**config.mk**
```make
export PLATFORM = sky130hd
export DESIGN_NAME = fetch_sequencer
export DESIGN_NICKNAME = d
export VERILOG_FILES = /design/src/rtl/fetch_sequencer.sv
export SDC_FILE = /design/constraint.sdc
export NUM_CORES = 1
export LEC_CHECK = 0
export CORE_ASPECT_RATIO = 0.75
export CORE_UTILIZATION = 50
export DETAILED_ROUTE_END_ITERATION = 10
export PLACE_DENSITY_LB_ADDON = 0.25
export SLEW_MARGIN = 15
export SYNTH_ARGS = -nofsm -noshare
export SYNTH_HDL_FRONTEND = slang
export SYNTH_SLANG_ARGS = --single-unit
```
**constraint.sdc**
```tcl
create_clock -name clk -period 6.6 [get_ports clk]
set_input_delay 1.32 -clock clk [delete_from_list [all_inputs] [get_ports clk]]
set_output_delay 1.32 -clock clk [all_outputs]
set_load 0.005 [all_outputs]
```
**src/rtl/fetch_sequencer.sv**
```systemverilog
// Instruction-fetch sequencer: owns the PC, issues credit-limited word fetches,
// buffers in-order responses and hands {pc, instr} to decode; redirects flush.
module fetch_sequencer #(
  parameter logic [31:0] RESET_PC = 32'h0000_0000,
  parameter int          DEPTH    = 2
) (
  input  logic        clk,
  input  logic        rst_n,
  output logic        imem_req_valid,
  input  logic        imem_req_ready,
  output logic [31:0] imem_req_addr,
  input  logic        imem_rsp_valid,
  input  logic [31:0] imem_rsp_data,
  input  logic        redirect_valid,
  input  logic [31:0] redirect_pc,
  output logic        dec_valid,
  input  logic        dec_ready,
  output logic [31:0] dec_instr,
  output logic [31:0] dec_pc,
  output logic        fault
);

  localparam int CW = $clog2(DEPTH + 1);
  localparam int PW = (DEPTH > 1) ? $clog2(DEPTH) : 1;
  localparam logic [CW-1:0] DEPTH_C  = CW'(DEPTH);
  localparam logic [PW-1:0] LAST_PTR = PW'(DEPTH - 1);

  typedef enum logic [1:0] {
    RUN   = 2'd0,
    FLUSH = 2'd1,
    HALT  = 2'd2
  } state_t;

  state_t        state;
  logic [31:0]   pc;
  logic [CW-1:0] inflight;
  logic [CW-1:0] count;
  logic [PW-1:0] head;
  logic [PW-1:0] tail;
  logic          fault_q;
  logic [31:0]   buf_pc    [DEPTH];
  logic [31:0]   buf_instr [DEPTH];

  logic [CW:0]   occupancy;
  logic          req_valid_int;
  logic          req_fire;
  logic          rsp_fire;
  logic [CW-1:0] inflight_after_rsp;
  logic [31:0]   rsp_pc;
  logic          push;
  logic          pop;
  logic          redirect_take;
  logic          misaligned;

  function automatic logic [PW-1:0] next_ptr(input logic [PW-1:0] p);
    return (p == LAST_PTR) ? '0 : p + PW'(1);
  endfunction

  // Credit check counts in-flight and buffered words so every response has a slot.
  assign occupancy          = {1'b0, inflight} + {1'b0, count};
  assign req_valid_int      = (state == RUN) && !redirect_valid &&
                              (occupancy < {1'b0, DEPTH_C});
  assign req_fire           = req_valid_int && imem_req_ready;
  assign rsp_fire           = imem_rsp_valid && (inflight != '0);
  assign inflight_after_rsp = inflight - CW'(rsp_fire);
  // Requests in RUN are consecutive words, so the oldest outstanding one sits inflight words behind pc.
  assign rsp_pc             = pc - (32'(inflight) << 2);
  assign push               = rsp_fire && (state == RUN);
  assign pop                = (count != '0) && dec_ready;
  assign redirect_take      = redirect_valid && (state != HALT);
  assign misaligned         = redirect_pc[1:0] != 2'b00;

  assign imem_req_valid = rst_n && req_valid_int;
  assign imem_req_addr  = rst_n ? pc : '0;
  assign dec_valid      = rst_n && (count != '0);
  assign dec_instr      = rst_n ? buf_instr[head] : '0;
  assign dec_pc         = rst_n ? buf_pc[head] : '0;
  assign fault          = fault_q;

  // Redirect outranks fetch, response push and decode pop in the same cycle.
  always_ff @(posedge clk or negedge rst_n) begin
    if (!rst_n) begin
      state    <= RUN;
      pc       <= RESET_PC;
      inflight <= '0;
      count    <= '0;
      head     <= '0;
      tail     <= '0;
      fault_q  <= 1'b0;
      for (int i = 0; i < DEPTH; i++) begin
        buf_pc[i]    <= '0;
        buf_instr[i] <= '0;
      end
    end else begin
      inflight <= inflight + CW'(req_fire) - CW'(rsp_fire);
      if (redirect_take) begin
        count <= '0;
        head  <= '0;
        tail  <= '0;
        if (misaligned) begin
          state   <= HALT;
          fault_q <= 1'b1;
        end else begin
          pc    <= redirect_pc;
          state <= (inflight_after_rsp != '0) ? FLUSH : RUN;
        end
      end else begin
        if (req_fire) begin
          pc <= pc + 32'd4;
        end
        if (push) begin
          buf_pc[tail]    <= rsp_pc;
          buf_instr[tail] <= imem_rsp_data;
          tail            <= next_ptr(tail);
        end
        if (pop) begin
          head <= next_ptr(head);
        end
        count <= count + CW'(push) - CW'(pop);
        if ((state == FLUSH) && (inflight_after_rsp == '0)) begin
          state <= RUN;
        end
      end
    end
  end

  a_bounds: assert property (@(posedge clk) disable iff (!rst_n)
                             (inflight <= DEPTH_C) && (count <= DEPTH_C));

endmodule

```
### After elaboration in Yosys (flattened, before gate mapping)

Cells that the tools add are included.

* $add $sub $neg: 10
* $mul: 0
* div/mod/pow operators: 0
* $lt $le $gt $ge: 4
* equality and inequality tests: 3
* shift operators: 0
* muxes and demuxes: 27
* bitwise operators: 3
* reductions and logical operators: 25

Operators with widths (number)
* 32-bit 2-to-1 mux: 13
* 64-bit bitwise mux: 2
* 32-bit by 3-bit adder with 32-bit output (second input constant): 1
* 32-bit demux with 1-bit select: 1
* 32-bit by 4-bit subtractor with 32-bit output: 1
* 2-bit nonzero test: 8
* 1-bit logical AND: 11
* 2-bit 2-to-1 mux: 4
* 1-bit 2-to-1 mux: 7
* 2-bit AND reduction: 3
* 2-bit by 1-bit subtractor with 2-bit output: 3
* 2-bit by 1-bit adder with 2-bit output: 2
* 2-bit >= comparator (second input constant): 2
* 2-bit zero test: 2
* 2-bit inequality test (second input constant): 2
* 1-bit inverter with 2-bit output: 2
* 2-bit by 2-bit adder with 3-bit output: 1
* 3-bit by 2-bit < comparator with 1-bit output (second input constant): 1
* 1-bit adder (second input constant): 2
* 2-bit by 1-bit equality test with 1-bit output (second input constant): 1
* 2-bit by 1-bit < comparator with 1-bit output (second input constant): 1
* 1-bit zero test: 1
* 1-bit inverter: 1

* flip-flop bits (word level): 169
* latch bits: 0
* bits in writable memories: 0
* memory bits (read-only): 0
* bits of input ports: 70
* output and inout bits: 99
* word-level logic and storage cells: 83
* memories kept: 0

### Longest topological paths before layout

Gate-level depths: netlist of the first run.

* depth after elaboration: 7
* mapped depth: 11
* mapped depth without buffers: 10

### Worst setup path before layout of the first run

OpenSTA, ideal clock, no wires.

* path kind: input port to output port
* start point: input port redirect_valid
* end point: output port imem_req_valid
* data arrival time: 1.888 ns
* data required time: 5.280 ns
* setup slack: 3.392 ns
* cell stages on the path: 3
* path buffers: 1
* cell sequence: clkbuf_1 > nor3_1 > and3_1

* longest elaborated chain between the ends: 4

RTL lines
* start: declaration: RTL line 14 `input logic redirect_valid,`
* 1-bit zero test: RTL line 61 `assign req_valid_int = (state == RUN) && !redirect_valid &&`
* 1-bit logical AND (2 in series): RTL line 61
* 1-bit logical AND: RTL line 73 `assign imem_req_valid = rst_n && req_valid_int;`
* end: declaration: RTL line 9 `output logic imem_req_valid,`

No other way between the ends.

### Worst setup path after layout of the first run

* start point: input port rst_n
* end point: output port dec_pc[0]

* longest elaborated chain between the ends: 1

RTL lines
* start: declaration: RTL line 8 `input logic rst_n,`
* 32-bit 2-to-1 mux: RTL line 77 `assign dec_pc = rst_n ? buf_pc[head] : '0;`
* end: declaration: RTL line 19 `output logic [31:0] dec_pc,`

No other way between the ends.

==> results of run 1 <==
[area by class of cell]
type | count | area share (%)
multi-input cells | 652 | 39.9
flip-flops and latches | 169 | 36.6
repair buffers | 176 | 15.3
clock buffers | 17 | 3.68
well taps | 242 | 2.62
clock inverters | 14 | 1.45
inverters | 11 | 0.357
[final timing paths]
path	slack, ns	startpoint	cells after the start	end
worst max-delay path	2.33	rst_n	4	dec_pc[0]
worst min-delay path	0.48	buf_pc[28]$_DFFE_PN0P_	2	buf_pc[28]$_DFFE_PN0P_
worst max register to register	3.12	count[0]$_DFF_PN0_	8	pc[30]$_DFFE_PN0P_
worst min register to register	0.48	buf_pc[28]$_DFFE_PN0P_	2	buf_pc[28]$_DFFE_PN0P_
max in group asynchronous	4.66	rst_n	3	buf_pc[13]$_DFFE_PN0P_
min in group asynchronous	0.92	rst_n	1	buf_pc[23]$_DFFE_PN0P_
[per-layer routing]
| layer | global-route usage, % | up-vias |
|---|---|---|
| met2 | 34.1 | 258 |
| met4 | 6.97 | 0 |
| met5 | 0 | - |
| met3 | 6.15 | 30 |
| met1 | 35.3 | 3403 |
| li1 | - | 3416 |
[critical path, delay by kind of cell]
family        cells  cell delay, ns
buf+inv           3            1.37
simple gates      1            0.18
[power groups by stage]
stage	clock network [mW]	logic, mW	registers (mW)
after CTS	1.02	0.497	1.22
after global routing	1.07	0.545	1.23
final	1.01	0.492	1.22
after global placement	0	0.487	1.24
after floorplan	0	0.393	1.14
after detailed placement	0	0.495	1.24
[registers in the layout, summed over array words and instances, names as in the netlist]
| register | count |
|---|---|
| count | 2 |
| state | 2 |
| pc | 32 |
| tail | 1 |
| buf_instr | 64 |
| inflight | 2 |
| head | 1 |
| fault | 1 |
| buf_pc | 64 |
[layout by cell type (no fill, tap or decap), drive strengths merged, types with 4 or more instances in the layout]
cell type / Yosys / routed
clkdlybuf4s50: 0 / 167
nor2: 44 / 44
nand2b: 6 / 6
mux2i: 67 / 67
xor2: 9 / 9
nor4: 17 / 17
nor2b: 66 / 66
a21oi: 17 / 17
nand2: 81 / 81
mux2: 76 / 76
nand3: 24 / 24
or4: 6 / 6
buf: 11 / 9
clkinvlp: 0 / 4
o22ai: 4 / 4
dfrtp: 169 / 169
a211oi: 4 / 4
and2: 38 / 38
or3: 5 / 5
a31oi: 4 / 4
nand4: 5 / 5
ha: 7 / 7
nor3: 21 / 21
o21ai: 64 / 64
clkbuf: 61 / 17
and3: 10 / 10
xnor2: 25 / 25
inv: 11 / 16
o21a: 4 / 4
[logic make-up (layout without fill, tap and decap cells)]
logic type	Yosys count	in the layout
adders and majority gates	9	9
buffers and inverters	83	218
AOI/OAI and AO/OA	130	130
muxes	143	143
xor gates and xnor gates	34	34
and+or+nand+nor	336	336
DFF	169	169
[through the flow]
step / total power, mW / hold slack, ns
finish: 2.72 / 0.480
global route: 2.85 / 0.501
CTS: 2.74 / 0.485
detailed placement: 1.73 / 0.462
global placement: 1.72 / 0.456
floorplan: 1.53 / 0.449
==> report_table.html, run 1 <==
<table>
<tr><th>Metric</th><th>Value</th></tr>
<tr><th colspan="2">Timing</th></tr>
<tr><td>Final setup skew</td><td>0.00561 ns</td></tr>
<tr><td>Setup TNS</td><td>0 ns</td></tr>
<tr><td>Final setup fails</td><td>0</td></tr>
<tr><td>Final Slew Violations</td><td>0</td></tr>
<tr><td>Achievable clock frequency</td><td>0.234 GHz</td></tr>
<tr><td>Final worst slack</td><td>2.33 ns</td></tr>
<tr><td>Headroom to the max-slew limit</td><td>25.5%</td></tr>
<tr><td>Slew of the pin with the lowest slew margin</td><td>1.11 ns</td></tr>
<tr><td>RSZ-0062 raised after global routing</td><td>no</td></tr>
<tr><td>Portion of the clock cycle consumed by the worst path in the final layout</td><td>64.6%</td></tr>
<tr><td>Final hold violation count</td><td>0</td></tr>
<tr><td>Final min period</td><td>4.27 ns</td></tr>
<tr><th colspan="2">Synth</th></tr>
<tr><td>List of most frequent post-synthesis cells</td><td>dfrtp_1, nand2_1, mux2_2, mux2i_1, nor2b_1</td></tr>
<tr><td>Leading cell types by total area after synthesis</td><td>dfrtp_1, mux2_2, mux2i_1</td></tr>
<tr><td>Number of distinct standard cells referenced by the synthesized netlist</td><td>62</td></tr>
<tr><td>Share of async-settable or async-resettable flops after synthesis</td><td>100%</td></tr>
<tr><td>Part of the Yosys area used for sequential elements</td><td>46.2%</td></tr>
<tr><td>Count leader, synth</td><td>dfrtp_1</td></tr>
<tr><td>Count of mapped cells out of synthesis</td><td>904</td></tr>
<tr><td>Post-synth net total</td><td>983</td></tr>
<tr><td>Share of synthesized cell area in full adder, half adder and majority cells</td><td>1.40%</td></tr>
<tr><td>Most instantiated flip-flop cell in the synthesis netlist</td><td>dfrtp_1</td></tr>
<tr><td>Dominant cell type by area after synthesis</td><td>dfrtp_1</td></tr>
<tr><td>Syn_area_per_cell</td><td>10.1 sq um</td></tr>
<tr><td>Area share of the largest cell type after synthesis</td><td>46.2%</td></tr>
<tr><td>Compound-Gate Fraction of Synth Area</td><td>8.82%</td></tr>
<tr><td>Number of warnings printed during yosys synthesis</td><td>0</td></tr>
<tr><td>Total standard cell area after synthesis</td><td>9150 sq um</td></tr>
<tr><td>Simple-gate share of the synthesized area</td><td>20.0%</td></tr>
<tr><td>Dominant combinational cell family by area after synthesis</td><td>simple AND/OR/NAND/NOR gates</td></tr>
<tr><td>XOR/XNOR Fraction of Synth Area</td><td>3.26%</td></tr>
<tr><td>EDFF count, synth</td><td>0</td></tr>
<tr><td>Post-synthesis register bit count</td><td>169</td></tr>
<tr><td>Portion of netlist area occupied by mux cells</td><td>16.7%</td></tr>
<tr><th colspan="2">Die</th></tr>
<tr><td>Number of standard-cell rows in the floorplan</td><td>42</td></tr>
<tr><td>Full die area</td><td>18800 sq um</td></tr>
<tr><td>I/O pin count</td><td>169</td></tr>
<tr><td>Chip Height</td><td>119 um</td></tr>
<tr><td>Starting density of the core</td><td>51.5%</td></tr>
<tr><td>Horiz. Die Dim</td><td>158 um</td></tr>
<tr><td>Core region area</td><td>17800 sq um</td></tr>
<tr><th colspan="2">Layout</th></tr>
<tr><td>Layout Cells excl Fill</td><td>1281</td></tr>
<tr><td>Signed area change from the synthesized netlist to the final layout</td><td>26.3%</td></tr>
<tr><td>Layout cells sized above 1</td><td>12.8%</td></tr>
<tr><td>Total number of nets in the final design</td><td>1106</td></tr>
<tr><td>Diodes inserted</td><td>0</td></tr>
<tr><td>Total area of multi-input combinational cells</td><td>4610 sq um</td></tr>
<tr><td>Final Util</td><td>65.0%</td></tr>
<tr><td>Fill cells</td><td>1474</td></tr>
<tr><td>Design area</td><td>11600 sq um</td></tr>
<tr><td>Sequential standard cell area</td><td>4230 sq um</td></tr>
<tr><th colspan="2">Clock tree</th></tr>
<tr><td>Post-CTS Resized</td><td>0</td></tr>
<tr><td>Total number of H-tree levels</td><td>4</td></tr>
<tr><td>Maximum clock insertion buffer count</td><td>2</td></tr>
<tr><td>Root Buffer</td><td>clkbuf_16</td></tr>
<tr><td>TritonCTS clock tree</td><td>done</td></tr>
<tr><td>Hold buffers post-CTS</td><td>0</td></tr>
<tr><td>Num Clock Sinks</td><td>169</td></tr>
<tr><td>Setup bufs post-CTS</td><td>0</td></tr>
<tr><td>Number of buffers created by CTS</td><td>17</td></tr>
<tr><td>Insertion delay of the later-clocked pin in the worst-skew pair</td><td>0.43 ns</td></tr>
<tr><td>Reg clk slew, reported paths</td><td>0.06 ns</td></tr>
<tr><th colspan="2">Power</th></tr>
<tr><td>Sw Pwr</td><td>0.792 mW</td></tr>
<tr><td>Share of total power in combinational logic</td><td>18.1%</td></tr>
<tr><td>Clock power share</td><td>37.0%</td></tr>
<tr><td>Leakage power total</td><td>5.03 nW</td></tr>
<tr><td>Cell-internal power</td><td>1.93 mW</td></tr>
<tr><td>Pwr/cell area</td><td>235 nW/um^2</td></tr>
<tr><td>Worst supply voltage drop on vdd</td><td>167 uV</td></tr>
<tr><td>Switching share of total power</td><td>29.1%</td></tr>
<tr><td>Flop pwr share</td><td>44.9%</td></tr>
<tr><th colspan="2">Drt</th></tr>
<tr><td>Met2 layer wire length in the routed design</td><td>9700 um</td></tr>
<tr><td>Top sig layer</td><td>met4</td></tr>
<tr><td>DRC viols</td><td>0</td></tr>
<tr><td>WL/cell</td><td>17.0 um</td></tr>
<tr><td>Routed via count</td><td>7107</td></tr>
<tr><td>Initial DRC count</td><td>557</td></tr>
<tr><td>Routed length on met3</td><td>1590 um</td></tr>
<tr><td>Final Routed Wirelength</td><td>21800 um</td></tr>
<tr><td>Total routed wire length on the met1 layer</td><td>10200 um</td></tr>
<tr><td>Per-cell via count in the routed design</td><td>5.55</td></tr>
<tr><td>Post-DRT Antenna Nets</td><td>0</td></tr>
<tr><td>Pre-antenna DRT Iters</td><td>7</td></tr>
<tr><th colspan="2">Place</th></tr>
<tr><td>Cell Area, Placed</td><td>11000 sq um</td></tr>
<tr><td>Buffers added on ports</td><td>168</td></tr>
<tr><td>Placed Cells</td><td>1250</td></tr>
<tr><td>Gpl congestion</td><td>0.892</td></tr>
<tr><td>HPWL Detailed</td><td>15000 um</td></tr>
<tr><td>Post-Place Worst Slack</td><td>2.31 ns</td></tr>
<tr><th colspan="2">Setup path</th></tr>
<tr><td>CP endpoint kind</td><td>output port</td></tr>
<tr><td>Ordered cell list for the critical path</td><td>buf_8 &gt; buf_12 &gt; nor2b_1 &gt; clkdlybuf4s50_1</td></tr>
<tr><td>Max stage delay cell, worst path</td><td>buf_8</td></tr>
<tr><td>Maximum fanout along the worst path</td><td>126</td></tr>
<tr><td>Arrival time worst endpoint</td><td>2.95 ns</td></tr>
<tr><td>Worst setup SP type</td><td>primary input</td></tr>
<tr><td>Worst Setup Path Type</td><td>primary input to output port</td></tr>
<tr><td>Maximum single-stage delay on the critical path</td><td>0.53 ns</td></tr>
<tr><td>Required time at the worst-slack endpoint</td><td>5.28 ns</td></tr>
<tr><th colspan="2">GRT</th></tr>
<tr><td>Global routing usage summed across all routing layers</td><td>23.8%</td></tr>
<tr><td>Wire length of the first global-routing pass</td><td>34600 um</td></tr>
<tr><td>Total congestion overflow</td><td>0</td></tr>
<tr><td>Via count of the first global-routing pass</td><td>6624</td></tr>
<tr><td>Initial antenna violation count</td><td>0</td></tr>
<tr><td>Pin count of the biggest net entering global routing</td><td>127</td></tr>
<tr><th colspan="2">Job</th></tr>
<tr><td>Max-cap violation count</td><td>0</td></tr>
<tr><th colspan="2">Worst hold path</th></tr>
<tr><td>Min-Delay Path Class</td><td>flip-flop to flip-flop</td></tr>
<tr><th colspan="2">Outcome</th></tr>
<tr><td>Run status</td><td>finished, final reports clean</td></tr>
</table>
(Power assumes the default switching activity.)
==> run 2: changes to the inputs <==
--- a/config.mk
+++ b/config.mk
@@ -6,7 +6,7 @@
 export NUM_CORES = 1
 export LEC_CHECK = 0
 export CORE_ASPECT_RATIO = 0.75
-export CORE_UTILIZATION = 50
+export CORE_UTILIZATION = 48
 export DETAILED_ROUTE_END_ITERATION = 10
 export PLACE_DENSITY_LB_ADDON = 0.25
 export SLEW_MARGIN = 15
==> constraint.sdc (replaced) <==
create_clock -name clk -period 3.9 [get_ports clk]
set_input_delay 0.78 -clock clk [delete_from_list [all_inputs] [get_ports clk]]
set_output_delay 0.78 -clock clk [all_outputs]
set_load 0.005 [all_outputs]
==> report_table.html, run 2 (synthesis results as in run 1) <==
<table>
<tr><th>Metric</th><th>Value</th></tr>
<tr><th colspan="2">Layout</th></tr>
<tr><td>Design area</td><td>11700 sq um</td></tr>
<tr><td>Diodes inserted</td><td>0</td></tr>
<tr><td>Final Util</td><td>63.1%</td></tr>
<tr><td>Commonest non-fill, non-tap cell in the layout</td><td>dfrtp_1</td></tr>
<tr><td>Registers with the most flip-flops</td><td>buf_instr (64), buf_pc (64), pc (32)</td></tr>
<tr><td>Top library cells by usage in the layout, fill and taps aside</td><td>dfrtp_1, clkdlybuf4s50_1, nand2_1</td></tr>
<tr><td>Total number of nets in the final design</td><td>1122</td></tr>
<tr><td>Layout cells sized above 1</td><td>13.8%</td></tr>
<tr><td>Signed area change from the synthesized netlist to the final layout</td><td>28.0%</td></tr>
<tr><th colspan="2">Timing</th></tr>
<tr><td>Setup TNS</td><td>0 ns</td></tr>
<tr><td>Final setup skew</td><td>0.00843 ns</td></tr>
<tr><td>Achievable clock frequency</td><td>0.314 GHz</td></tr>
<tr><td>Final setup fails</td><td>0</td></tr>
<tr><td>Smallest hold slack</td><td>0.184 ns</td></tr>
<tr><td>Final Slew Violations</td><td>0</td></tr>
<tr><td>Headroom to the max-slew limit</td><td>34.9%</td></tr>
<tr><td>Final min period</td><td>3.18 ns</td></tr>
<tr><td>Slew of the pin with the lowest slew margin</td><td>0.973 ns</td></tr>
<tr><td>Portion of the clock cycle consumed by the worst path in the final layout</td><td>81.5%</td></tr>
<tr><td>RSZ-0062 raised after global routing</td><td>no</td></tr>
<tr><td>Final hold violation count</td><td>0</td></tr>
<tr><th colspan="2">Drt</th></tr>
<tr><td>Post-DRT Antenna Nets</td><td>0</td></tr>
<tr><td>Pre-antenna DRT Iters</td><td>5</td></tr>
<tr><td>Routed via count</td><td>7185</td></tr>
<tr><td>DRC viols</td><td>0</td></tr>
<tr><td>Initial DRC count</td><td>639</td></tr>
<tr><td>WL/cell</td><td>17.0 um</td></tr>
<tr><td>Per-cell via count in the routed design</td><td>5.51</td></tr>
<tr><td>Final Routed Wirelength</td><td>22100 um</td></tr>
<tr><th colspan="2">Clock tree</th></tr>
<tr><td>TritonCTS clock tree</td><td>done</td></tr>
<tr><td>Maximum clock insertion buffer count</td><td>2</td></tr>
<tr><td>Total number of H-tree levels</td><td>4</td></tr>
<tr><td>Insertion delay of the later-clocked pin in the worst-skew pair</td><td>0.42 ns</td></tr>
<tr><td>Setup bufs post-CTS</td><td>0</td></tr>
<tr><td>Post-CTS Resized</td><td>0</td></tr>
<tr><td>Num Clock Sinks</td><td>169</td></tr>
<tr><td>Root Buffer</td><td>clkbuf_16</td></tr>
<tr><td>Number of buffers created by CTS</td><td>17</td></tr>
<tr><td>Reg clk slew, reported paths</td><td>0.07 ns</td></tr>
<tr><td>Hold buffers post-CTS</td><td>0</td></tr>
<tr><th colspan="2">Die</th></tr>
<tr><td>Horiz. Die Dim</td><td>161 um</td></tr>
<tr><td>Core region area</td><td>18600 sq um</td></tr>
<tr><td>Number of standard-cell rows in the floorplan</td><td>43</td></tr>
<tr><td>I/O pin count</td><td>169</td></tr>
<tr><td>Full die area</td><td>19600 sq um</td></tr>
<tr><td>Chip Height</td><td>122 um</td></tr>
<tr><td>Starting density of the core</td><td>49.3%</td></tr>
<tr><th colspan="2">Setup path</th></tr>
<tr><td>Worst reg2reg path depth</td><td>11</td></tr>
<tr><td>Worst Setup Path Type</td><td>flip-flop to output port</td></tr>
<tr><td>Required time at the worst-slack endpoint</td><td>3.12 ns</td></tr>
<tr><td>Number of buffers and inverters on the critical path</td><td>2</td></tr>
<tr><td>Worst setup path endpoint</td><td>dec_pc[9]</td></tr>
<tr><td>Reg2Reg Launch Point</td><td>inflight[0]$_DFF_PN0_</td></tr>
<tr><td>Max stage delay cell, worst path</td><td>dfrtp_4</td></tr>
<tr><td>Critical Path Stages</td><td>4</td></tr>
<tr><td>CP endpoint kind</td><td>output port</td></tr>
<tr><td>Worst setup SP type</td><td>flip-flop</td></tr>
<tr><td>Maximum fanout along the worst path</td><td>35</td></tr>
<tr><td>Gate family responsible for the most delay along the worst path</td><td>flip-flops</td></tr>
<tr><td>Internal reg-to-reg setup slack</td><td>1.02 ns</td></tr>
<tr><td>R2r endpoint</td><td>inflight[1]$_DFF_PN0_</td></tr>
<tr><td>Crit. Startpoint</td><td>head$_DFFE_PN0P_</td></tr>
<tr><td>Ordered cell list for the critical path</td><td>buf_4 &gt; mux2i_1 &gt; nor2b_1 &gt; clkdlybuf4s50_1</td></tr>
<tr><td>Maximum single-stage delay on the critical path</td><td>0.86 ns</td></tr>
<tr><td>Arrival time worst endpoint</td><td>2.40 ns</td></tr>
<tr><th colspan="2">Power</th></tr>
<tr><td>Share of total power in combinational logic</td><td>18.8%</td></tr>
<tr><td>Clock power share</td><td>36.8%</td></tr>
<tr><td>Cell-internal power</td><td>3.30 mW</td></tr>
<tr><td>Switching share of total power</td><td>28.6%</td></tr>
<tr><td>Sw Pwr</td><td>1.32 mW</td></tr>
<tr><td>Pwr/cell area</td><td>395 nW/um^2</td></tr>
<tr><td>Flop pwr share</td><td>44.5%</td></tr>
<tr><td>Leakage power total</td><td>5.13 nW</td></tr>
<tr><td>Worst supply voltage drop on vdd</td><td>275 uV</td></tr>
<tr><th colspan="2">GRT</th></tr>
<tr><td>Global routing usage summed across all routing layers</td><td>23.4%</td></tr>
<tr><td>Via count of the first global-routing pass</td><td>6800</td></tr>
<tr><td>Initial antenna violation count</td><td>0</td></tr>
<tr><td>Total congestion overflow</td><td>0</td></tr>
<tr><td>Pin count of the biggest net entering global routing</td><td>81</td></tr>
<tr><td>Wire length of the first global-routing pass</td><td>35800 um</td></tr>
<tr><th colspan="2">Outcome</th></tr>
<tr><td>Run status</td><td>finished, final reports clean</td></tr>
<tr><th colspan="2">Place</th></tr>
<tr><td>Cell Area, Placed</td><td>11100 sq um</td></tr>
<tr><td>HPWL Detailed</td><td>15700 um</td></tr>
<tr><td>Buffers added on ports</td><td>168</td></tr>
<tr><td>Gpl congestion</td><td>0.901</td></tr>
<tr><th colspan="2">Worst hold path</th></tr>
<tr><td>Min-Delay Path Class</td><td>primary input to async pin</td></tr>
<tr><th colspan="2">Job</th></tr>
<tr><td>Max-cap violation count</td><td>0</td></tr>
</table>
run 2: metal layers:
metal	vias up	GRT usage, %	wire [um]
li1	3446	-	-
met1	3447	35.3	10500
met2	269	34.6	9820
met3	23	4.12	1580
met4	0	6.25	278
met5	-	0	0
run 2: metrics by stage:
step | power (mW) | instances | worst slack (ns)
after floorplan | 2.59 | 904 | 1.37
after global placement | 2.95 | 1271 | 0.756
after detailed placement | 2.96 | 1271 | 0.692
after CTS | 4.66 | 1303 | 0.677
after global routing | 4.84 | 1303 | 0.540
final | 4.63 | 1303 | 0.720
run 2: worst min path at each step:
| stage | slack (ns) | cells past startpoint | to | from |
|---|---|---|---|---|
| CTS | 0.18 | 1 | buf_pc[58]$_DFFE_PN0P_ | rst_n |
| floorplan | 0.45 | 2 | buf_pc[34]$_DFFE_PN0P_ | buf_pc[34]$_DFFE_PN0P_ |
| finish | 0.18 | 1 | buf_pc[26]$_DFFE_PN0P_ | rst_n |
| global placement | 0.46 | 2 | buf_pc[53]$_DFFE_PN0P_ | buf_pc[53]$_DFFE_PN0P_ |
| global route | 0.18 | 1 | buf_pc[58]$_DFFE_PN0P_ | rst_n |
| detailed placement | 0.46 | 1 | fault$_DFFE_PN0P_ | fault$_DFFE_PN0P_ |
run 2: power by group through the flow:
| stage | Sequential (mW) | Combinational [mW] | Clock (mW) |
|---|---|---|---|
| 2_1_floorplan | 1.92 | 0.666 | 0 |
| 6_report | 2.06 | 0.868 | 1.70 |
| 4_1_cts | 2.06 | 0.876 | 1.73 |
| 3_3_place_gp | 2.09 | 0.863 | 0 |
| 5_1_grt | 2.08 | 0.953 | 1.81 |
| 3_5_place_dp | 2.09 | 0.870 | 0 |
run 2: cell type report:
type	count	area [sq um]
Clock buffer	21	450
Sequential cell	169	4230
Inverter	11	41.3
Tap cell	247	309
Fill cell	1581	6860
Clock inverter	11	138
Timing Repair Buffer	192	1930
Multi-Input combinational cell	652	4600
